==> src/rtl/sdram_pkg.sv <==
// Shared types and sizing helpers for the SDRAM request-port arbiter.
package sdram_pkg;

  typedef enum logic [1:0] {IDLE, ISSUE, WAIT} arb_state_t;
  typedef enum logic {OP_RD, OP_WR} op_t;

  localparam int DEFAULT_TIMEOUT_CYCLES = 1024;
  localparam int TIMEOUT_CNT_W = $clog2(DEFAULT_TIMEOUT_CYCLES);

  // The counter only has to reach TIMEOUT_CYCLES-1.
  function automatic int cnt_width(input int cycles);
    return (cycles > 2) ? $clog2(cycles) : 1;
  endfunction

endpackage

==> src/rtl/sdram_port_arbiter_rr_select.sv <==
// Combinational round-robin picker: first requester after last_grant, wrapping.
module rr_select #(
  parameter int NUM_PORTS = 4,
  parameter int IDX_W     = $clog2(NUM_PORTS)
) (
  input  logic [NUM_PORTS-1:0] req,
  input  logic [IDX_W-1:0]     last_grant,
  output logic                 valid,
  output logic [IDX_W-1:0]     grant
);

  logic [IDX_W-1:0] cand;

  always_comb begin
    valid = |req;
    grant = '0;
    cand  = '0;
    // Walk backwards so the requester nearest after last_grant is written last.
    for (int i = NUM_PORTS; i >= 1; i--) begin
      cand = IDX_W'((int'(last_grant) + i) % NUM_PORTS);
      if (req[cand]) grant = cand;
    end
  end

endmodule

==> src/rtl/sdram_port_arbiter.sv <==
// N-port round-robin front end for the SDRAM controller request port, with
// per-transaction timeout and illegal (read+write) request rejection.
module sdram_port_arbiter
  import sdram_pkg::*;
#(
  parameter int NUM_PORTS      = 4,
  parameter int ADDR_WIDTH     = 32,
  parameter int DATA_WIDTH     = 32,
  parameter int WORD_LEN       = DATA_WIDTH / 8,
  parameter int TIMEOUT_CYCLES = 1024
) (
  input  logic                             clk,
  input  logic                             rst,
  input  logic [NUM_PORTS*WORD_LEN-1:0]    p_wr,
  input  logic [NUM_PORTS-1:0]             p_rd,
  input  logic [NUM_PORTS*ADDR_WIDTH-1:0]  p_addr,
  input  logic [NUM_PORTS*DATA_WIDTH-1:0]  p_write_data,
  output logic [NUM_PORTS-1:0]             p_rdy,
  output logic [NUM_PORTS-1:0]             p_rvalid,
  output logic [NUM_PORTS-1:0]             p_wvalid,
  output logic [NUM_PORTS-1:0]             p_error,
  output logic [NUM_PORTS*DATA_WIDTH-1:0]  p_read_data,
  output logic [WORD_LEN-1:0]              m_wr,
  output logic                             m_rd,
  output logic [ADDR_WIDTH-1:0]            m_addr,
  output logic [DATA_WIDTH-1:0]            m_write_data,
  input  logic                             m_rdy,
  input  logic                             m_rvalid,
  input  logic                             m_wvalid,
  input  logic                             m_error,
  input  logic [DATA_WIDTH-1:0]            m_read_data
);

  localparam int IDX_W = $clog2(NUM_PORTS);
  localparam int CNT_W = cnt_width(TIMEOUT_CYCLES);
  localparam logic [CNT_W-1:0] CNT_LAST  = CNT_W'(TIMEOUT_CYCLES - 1);
  localparam logic [IDX_W-1:0] LAST_PORT = IDX_W'(NUM_PORTS - 1);

  logic [WORD_LEN-1:0]   wr_a    [NUM_PORTS];
  logic [ADDR_WIDTH-1:0] addr_a  [NUM_PORTS];
  logic [DATA_WIDTH-1:0] wdata_a [NUM_PORTS];
  logic [NUM_PORTS-1:0]  req;

  always_comb begin
    for (int i = 0; i < NUM_PORTS; i++) begin
      wr_a[i]    = p_wr[i*WORD_LEN +: WORD_LEN];
      addr_a[i]  = p_addr[i*ADDR_WIDTH +: ADDR_WIDTH];
      wdata_a[i] = p_write_data[i*DATA_WIDTH +: DATA_WIDTH];
      req[i]     = (|wr_a[i]) | p_rd[i];
    end
  end

  arb_state_t            state_q, state_d;
  op_t                   op_q, op_d;
  logic [IDX_W-1:0]      last_grant_q, last_grant_d;
  logic [IDX_W-1:0]      grant_q, grant_d;
  logic [CNT_W-1:0]      cnt_q, cnt_d;
  logic [ADDR_WIDTH-1:0] addr_q, addr_d;
  logic [DATA_WIDTH-1:0] wdata_q, wdata_d;
  logic [WORD_LEN-1:0]   m_wr_d;
  logic                  m_rd_d;
  logic [NUM_PORTS-1:0]  p_rdy_d, p_rvalid_d, p_wvalid_d, p_error_d;
  logic                  rd_load;
  logic                  sel_valid;
  logic [IDX_W-1:0]      sel;

  rr_select #(.NUM_PORTS(NUM_PORTS), .IDX_W(IDX_W)) u_rr_select (
    .req        (req),
    .last_grant (last_grant_q),
    .valid      (sel_valid),
    .grant      (sel)
  );

  assign m_addr       = addr_q;
  assign m_write_data = wdata_q;

  always_comb begin
    state_d      = state_q;
    op_d         = op_q;
    last_grant_d = last_grant_q;
    grant_d      = grant_q;
    cnt_d        = cnt_q;
    addr_d       = addr_q;
    wdata_d      = wdata_q;
    m_wr_d       = m_wr;
    m_rd_d       = m_rd;
    p_rdy_d      = '0;
    p_rvalid_d   = '0;
    p_wvalid_d   = '0;
    p_error_d    = '0;
    rd_load      = 1'b0;
    case (state_q)
      IDLE: begin
        if (sel_valid) begin
          p_rdy_d[sel] = 1'b1;
          if ((|wr_a[sel]) && p_rd[sel]) begin
            p_error_d[sel] = 1'b1;
            last_grant_d   = sel;
          end else begin
            grant_d = sel;
            op_d    = p_rd[sel] ? OP_RD : OP_WR;
            addr_d  = addr_a[sel];
            wdata_d = wdata_a[sel];
            m_wr_d  = wr_a[sel];
            m_rd_d  = p_rd[sel];
            cnt_d   = '0;
            state_d = ISSUE;
          end
        end
      end
      ISSUE: begin
        if (cnt_q == CNT_LAST) begin
          p_error_d[grant_q] = 1'b1;
          m_wr_d       = '0;
          m_rd_d       = 1'b0;
          last_grant_d = grant_q;
          state_d      = IDLE;
        end else begin
          cnt_d = cnt_q + 1'b1;
          if (m_rdy) begin
            m_wr_d  = '0;
            m_rd_d  = 1'b0;
            state_d = WAIT;
          end
        end
      end
      WAIT: begin
        // Completions of the wrong type fall through to the timeout path.
        if (m_error) begin
          p_error_d[grant_q] = 1'b1;
          last_grant_d = grant_q;
          state_d      = IDLE;
        end else if (op_q == OP_WR && m_wvalid) begin
          p_wvalid_d[grant_q] = 1'b1;
          last_grant_d = grant_q;
          state_d      = IDLE;
        end else if (op_q == OP_RD && m_rvalid) begin
          p_rvalid_d[grant_q] = 1'b1;
          rd_load      = 1'b1;
          last_grant_d = grant_q;
          state_d      = IDLE;
        end else if (cnt_q == CNT_LAST) begin
          p_error_d[grant_q] = 1'b1;
          last_grant_d = grant_q;
          state_d      = IDLE;
        end else begin
          cnt_d = cnt_q + 1'b1;
        end
      end
      default: state_d = IDLE;
    endcase
  end

  always_ff @(posedge clk or posedge rst) begin
    if (rst) begin
      state_q      <= IDLE;
      op_q         <= OP_RD;
      last_grant_q <= LAST_PORT;
      grant_q      <= '0;
      cnt_q        <= '0;
      addr_q       <= '0;
      wdata_q      <= '0;
      m_wr         <= '0;
      m_rd         <= 1'b0;
      p_rdy        <= '0;
      p_rvalid     <= '0;
      p_wvalid     <= '0;
      p_error      <= '0;
      p_read_data  <= '0;
    end else begin
      state_q      <= state_d;
      op_q         <= op_d;
      last_grant_q <= last_grant_d;
      grant_q      <= grant_d;
      cnt_q        <= cnt_d;
      addr_q       <= addr_d;
      wdata_q      <= wdata_d;
      m_wr         <= m_wr_d;
      m_rd         <= m_rd_d;
      p_rdy        <= p_rdy_d;
      p_rvalid     <= p_rvalid_d;
      p_wvalid     <= p_wvalid_d;
      p_error      <= p_error_d;
      for (int i = 0; i < NUM_PORTS; i++) begin
        if (rd_load && grant_q == IDX_W'(i)) p_read_data[i*DATA_WIDTH +: DATA_WIDTH] <= m_read_data;
      end
    end
  end

endmodule

==> config.mk <==
export PLATFORM = sky130hd
export DESIGN_NAME = sdram_port_arbiter
export DESIGN_NICKNAME = d
export VERILOG_FILES = /design/src/rtl/sdram_pkg.sv /design/src/rtl/sdram_port_arbiter_rr_select.sv /design/src/rtl/sdram_port_arbiter.sv
export SDC_FILE = /design/constraint.sdc
export NUM_CORES = 1
export LEC_CHECK = 0
export BUFFER_PORTS_ARGS = -buffer_cell sky130_fd_sc_hd__buf_2
export CORE_AREA = 5 5 205 207
export DETAILED_ROUTE_END_ITERATION = 10
export DIE_AREA = 0 0 210 212
export PLACE_DENSITY_LB_ADDON = 0.25
export REMOVE_ABC_BUFFERS = 1
export SLEW_MARGIN = 40
export SYNTH_ARGS = -nofsm -noshare
export SYNTH_HDL_FRONTEND = slang
export SYNTH_HIERARCHICAL = 1
export SYNTH_SLANG_ARGS = --single-unit
==> constraint.sdc <==
create_clock -name clk -period 15.6 [get_ports clk]
set_input_delay 3.12 -clock clk [delete_from_list [all_inputs] [get_ports clk]]
set_output_delay 3.12 -clock clk [all_outputs]
set_load 0.05 [all_outputs]
==> metrics <==
Worst EP arrival 7140 ps; Max transition margin 45.2%; Synth top area share 52.5%; CP most frequent cell buf_4; TNS Setup 0 ps; Slew Limit Fails 0; clock slew at reported path FFs 60 ps; CP peak stage delay 620 ps; Remaining Overflow, GRT 0; initial antenna violation count 3; # DRC 0; Slowest-stage cell, CP mux4_2; Core Area 40200 sq um; largest net degree at the start of global routing 125; sequential share of power 26.3%; wire per inst 19.6 um; total number of vias 8370; fin nets 1559; Static Leak 7.78 nW; Mapped Area 10900 sq um; fraction of layout cells with a size suffix above 1 68.0%; crit-path cells buf_2, nor3_1, nand2_1, and2b_1, a21oi_2, o221ai_4, buf_4, mux4_2, o41ai_2, and2_1, nand2_4, buf_4, buf_12, mux2_4; Setup CP Type primary input to flip-flop; Hold Fails Final Rpt 0; vias in the first global route 9123; worst path required time 16020 ps; total wire length 35.2 mm; Synth cell types 49; Synth top cells by count 228 x dfrtp_1, 165 x mux2_2, 69 x mux4_2, 31 x clkbuf_1, 27 x mux2_4; Combinational Power Share 55.9%; Die Wd 210 um; sequential-to-total area share from yosys stat 53.0%; H-tree levels 1; Setup Skew 11.2 ps; Layout area overhead 38.4%; NetSw 0.00173 W; hold_buf cts 0; top_reg_cell synth dfrtp_1; CP Capture Type flip-flop; post-detail-place hpwl 27.2 mm; status complete, no violations; GR Util All Layers 14.9%; part of the cycle the worst path needs 43.1%; initial drt markers 301; unrepaired setup endpoints after global routing false; critical path's top delay family buffers and inverters; root buf cell clkbuf_16; clk sinks 230; nature of the critical path startpoint primary input; PwrDens 243 nW/um^2; Clock Power Share 17.9%; TritonCTS clock tree done; initial core utilization 27.0%; Worst Hold Class flip-flop to flip-flop; fin worst setup slack 8880 ps; routed vias/inst 4.66; worst skew pair latency 540 ps; Buf/Inv on CP 4; crit path time final 6720 ps; cell accounting for the most synthesized area dfrtp_1; Achievable Freq 149 MHz; syn avg cell area 15.1 sq um; endpoints failing setup 0; postcts setup bufs 0; Critical Path Fanout Max 37; worst slew pin tran 822 ps; Synth warnings 6; Core Rows 74; Synth area leaders dfrtp_1 53%, mux2_2 17%, mux4_2 14%; Max clock buf depth 3; Post-synth ARST share 100%; count leader, synth dfrtp_1; Max Cap Viol 0; worst hold-check slack 498 ps; sw frac 47.4%; worst slack at placement 8310 ps; Seq cells post-synth 230; Cells after Synth 721; RD Place Congestion 0.855; IO Port Bufs 526; total CTS buffers 27; die area 44500 sq um; Internal 0.00192 W; drt pass-1 iters 4; VDD IR-drop max 0.000122 V; global-route wire length before repair 52.7 mm; PostCTS Resize Cnt 0; Die Y 212 um; I/O Pins 527; EDFF count, synth 0; Post-DRT Antenna Nets 0
## cell usage in the layout (no fill, tap or decap), types with 4 or more instances in the layout
| cell type | instances |
|---|---|
| a21oi_1 | 17 |
| and3_1 | 4 |
| buf_2 | 526 |
| buf_4 | 5 |
| clkbuf_16 | 27 |
| clkbuf_8 | 4 |
| clkinv_2 | 4 |
| clkinvlp_4 | 5 |
| dfrtp_1 | 228 |
| ha_1 | 5 |
| inv_1 | 12 |
| mux2_2 | 165 |
| mux2_4 | 27 |
| mux4_2 | 69 |
| nand2_1 | 21 |
| nand3_1 | 23 |
| nand4_1 | 4 |
| nor2_1 | 15 |
| nor3_1 | 11 |
| o21ai_0 | 17 |
| or3_1 | 6 |
## worst reg2reg max path: stages (launching register included)
cell	delay, ps
dfstp_2	620
nand2b_1	150
a21oi_2	70
o221ai_4	160
buf_4	510
mux4_2	630
o41ai_2	580
and2_1	360
nand2_4	200
buf_4	300
buf_12	230
mux2_4	360
## power groups by stage
stage / combinational, W / clock (W) / sequential (W)
detailed placement: 0.00206 / 0 / 0.000968
floorplan: 0.000844 / 0 / 0.00172
global route: 0.00216 / 0.000702 / 0.000991
CTS: 0.00207 / 0.000676 / 0.000962
global placement: 0.00204 / 0 / 0.000964
finish: 0.00204 / 0.000652 / 0.000959
## layout make-up
| cell class | instances | area [sq um] |
|---|---|---|
| clock buffers | 34 | 742 |
| multi-input cells | 434 | 4900 |
| clock inverters | 16 | 183 |
| fillers | 3992 | 25100 |
| repair buffers | 534 | 2720 |
| diodes | 2 | 5.00 |
| well taps | 532 | 666 |
| flip-flops and latches | 230 | 5760 |
| inverters | 13 | 61.3 |
## stage by stage
step / instance area [sq um] / util [%] / total power (W) / instances
after detailed placement: 14100 / 35.0 / 0.00303 / 1742
after floorplan: 10600 / - / 0.00256 / 677
after CTS: 15000 / 37.3 / 0.00370 / 1792
after global placement: 14100 / 35.0 / 0.00301 / 1742
after global routing: 15000 / 37.4 / 0.00385 / 1793
final: 15000 / 37.4 / 0.00365 / 1795
## cell families (layout without fill, tap and decap cells)
family / count (synthesis) / count (layout) / synth area share [%]
AOI/OAI and AO/OA: 58 / 58 / 3.50
adders and majority gates: 5 / 5 / 0.576
buffers and inverters: 57 / 597 / 2.48
DFF: 230 / 230 / 53.0
muxes: 263 / 263 / 35.3
other: 0 / 2 / 0
and+or+nand+nor: 108 / 108 / 5.15
## state kept, by name, summed over array words and instances, names as in the netlist
register	cells
m_wr	4
p_error	4
op_q	1
m_write_data	32
grant_q	2
m_addr	32
m_rd	1
cnt_q	10
p_read_data	128
p_wvalid	4
p_rdy	4
state_q	2
last_grant_q	2
p_rvalid	4
## worst paths after layout
kind / start / end / slack [ps] / cells past startpoint
setup / recovery: p_wr[8] / m_write_data[17]$_DFFE_PP0P_ / 8880 / 14
hold / removal: p_read_data[79]$_DFFE_PP0P_ / p_read_data[79]$_DFFE_PP0P_ / 500 / 1
setup reg to reg: last_grant_q[1]$_DFFE_PP1P_ / m_write_data[17]$_DFFE_PP0P_ / 11310 / 11
hold reg to reg: p_read_data[79]$_DFFE_PP0P_ / p_read_data[79]$_DFFE_PP0P_ / 500 / 1
max in group asynchronous: rst / p_read_data[34]$_DFFE_PP0P_ / 11980 / 3
min in group asynchronous: rst / state_q[1]$_DFFE_PP0P_ / 2560 / 2
## routing by layer
metal / vias to the layer above / global-route usage [%] / routed length, um
met2: 361 / 25.4 / 17100
met1: 4188 / 18.7 / 14200
met3: 45 / 4.32 / 3180
li1: 3774 / - / -
met4: 2 / 4.10 / 820
met5: - / 0 / 7
Note: power is estimated with default switching activity, not from simulation.
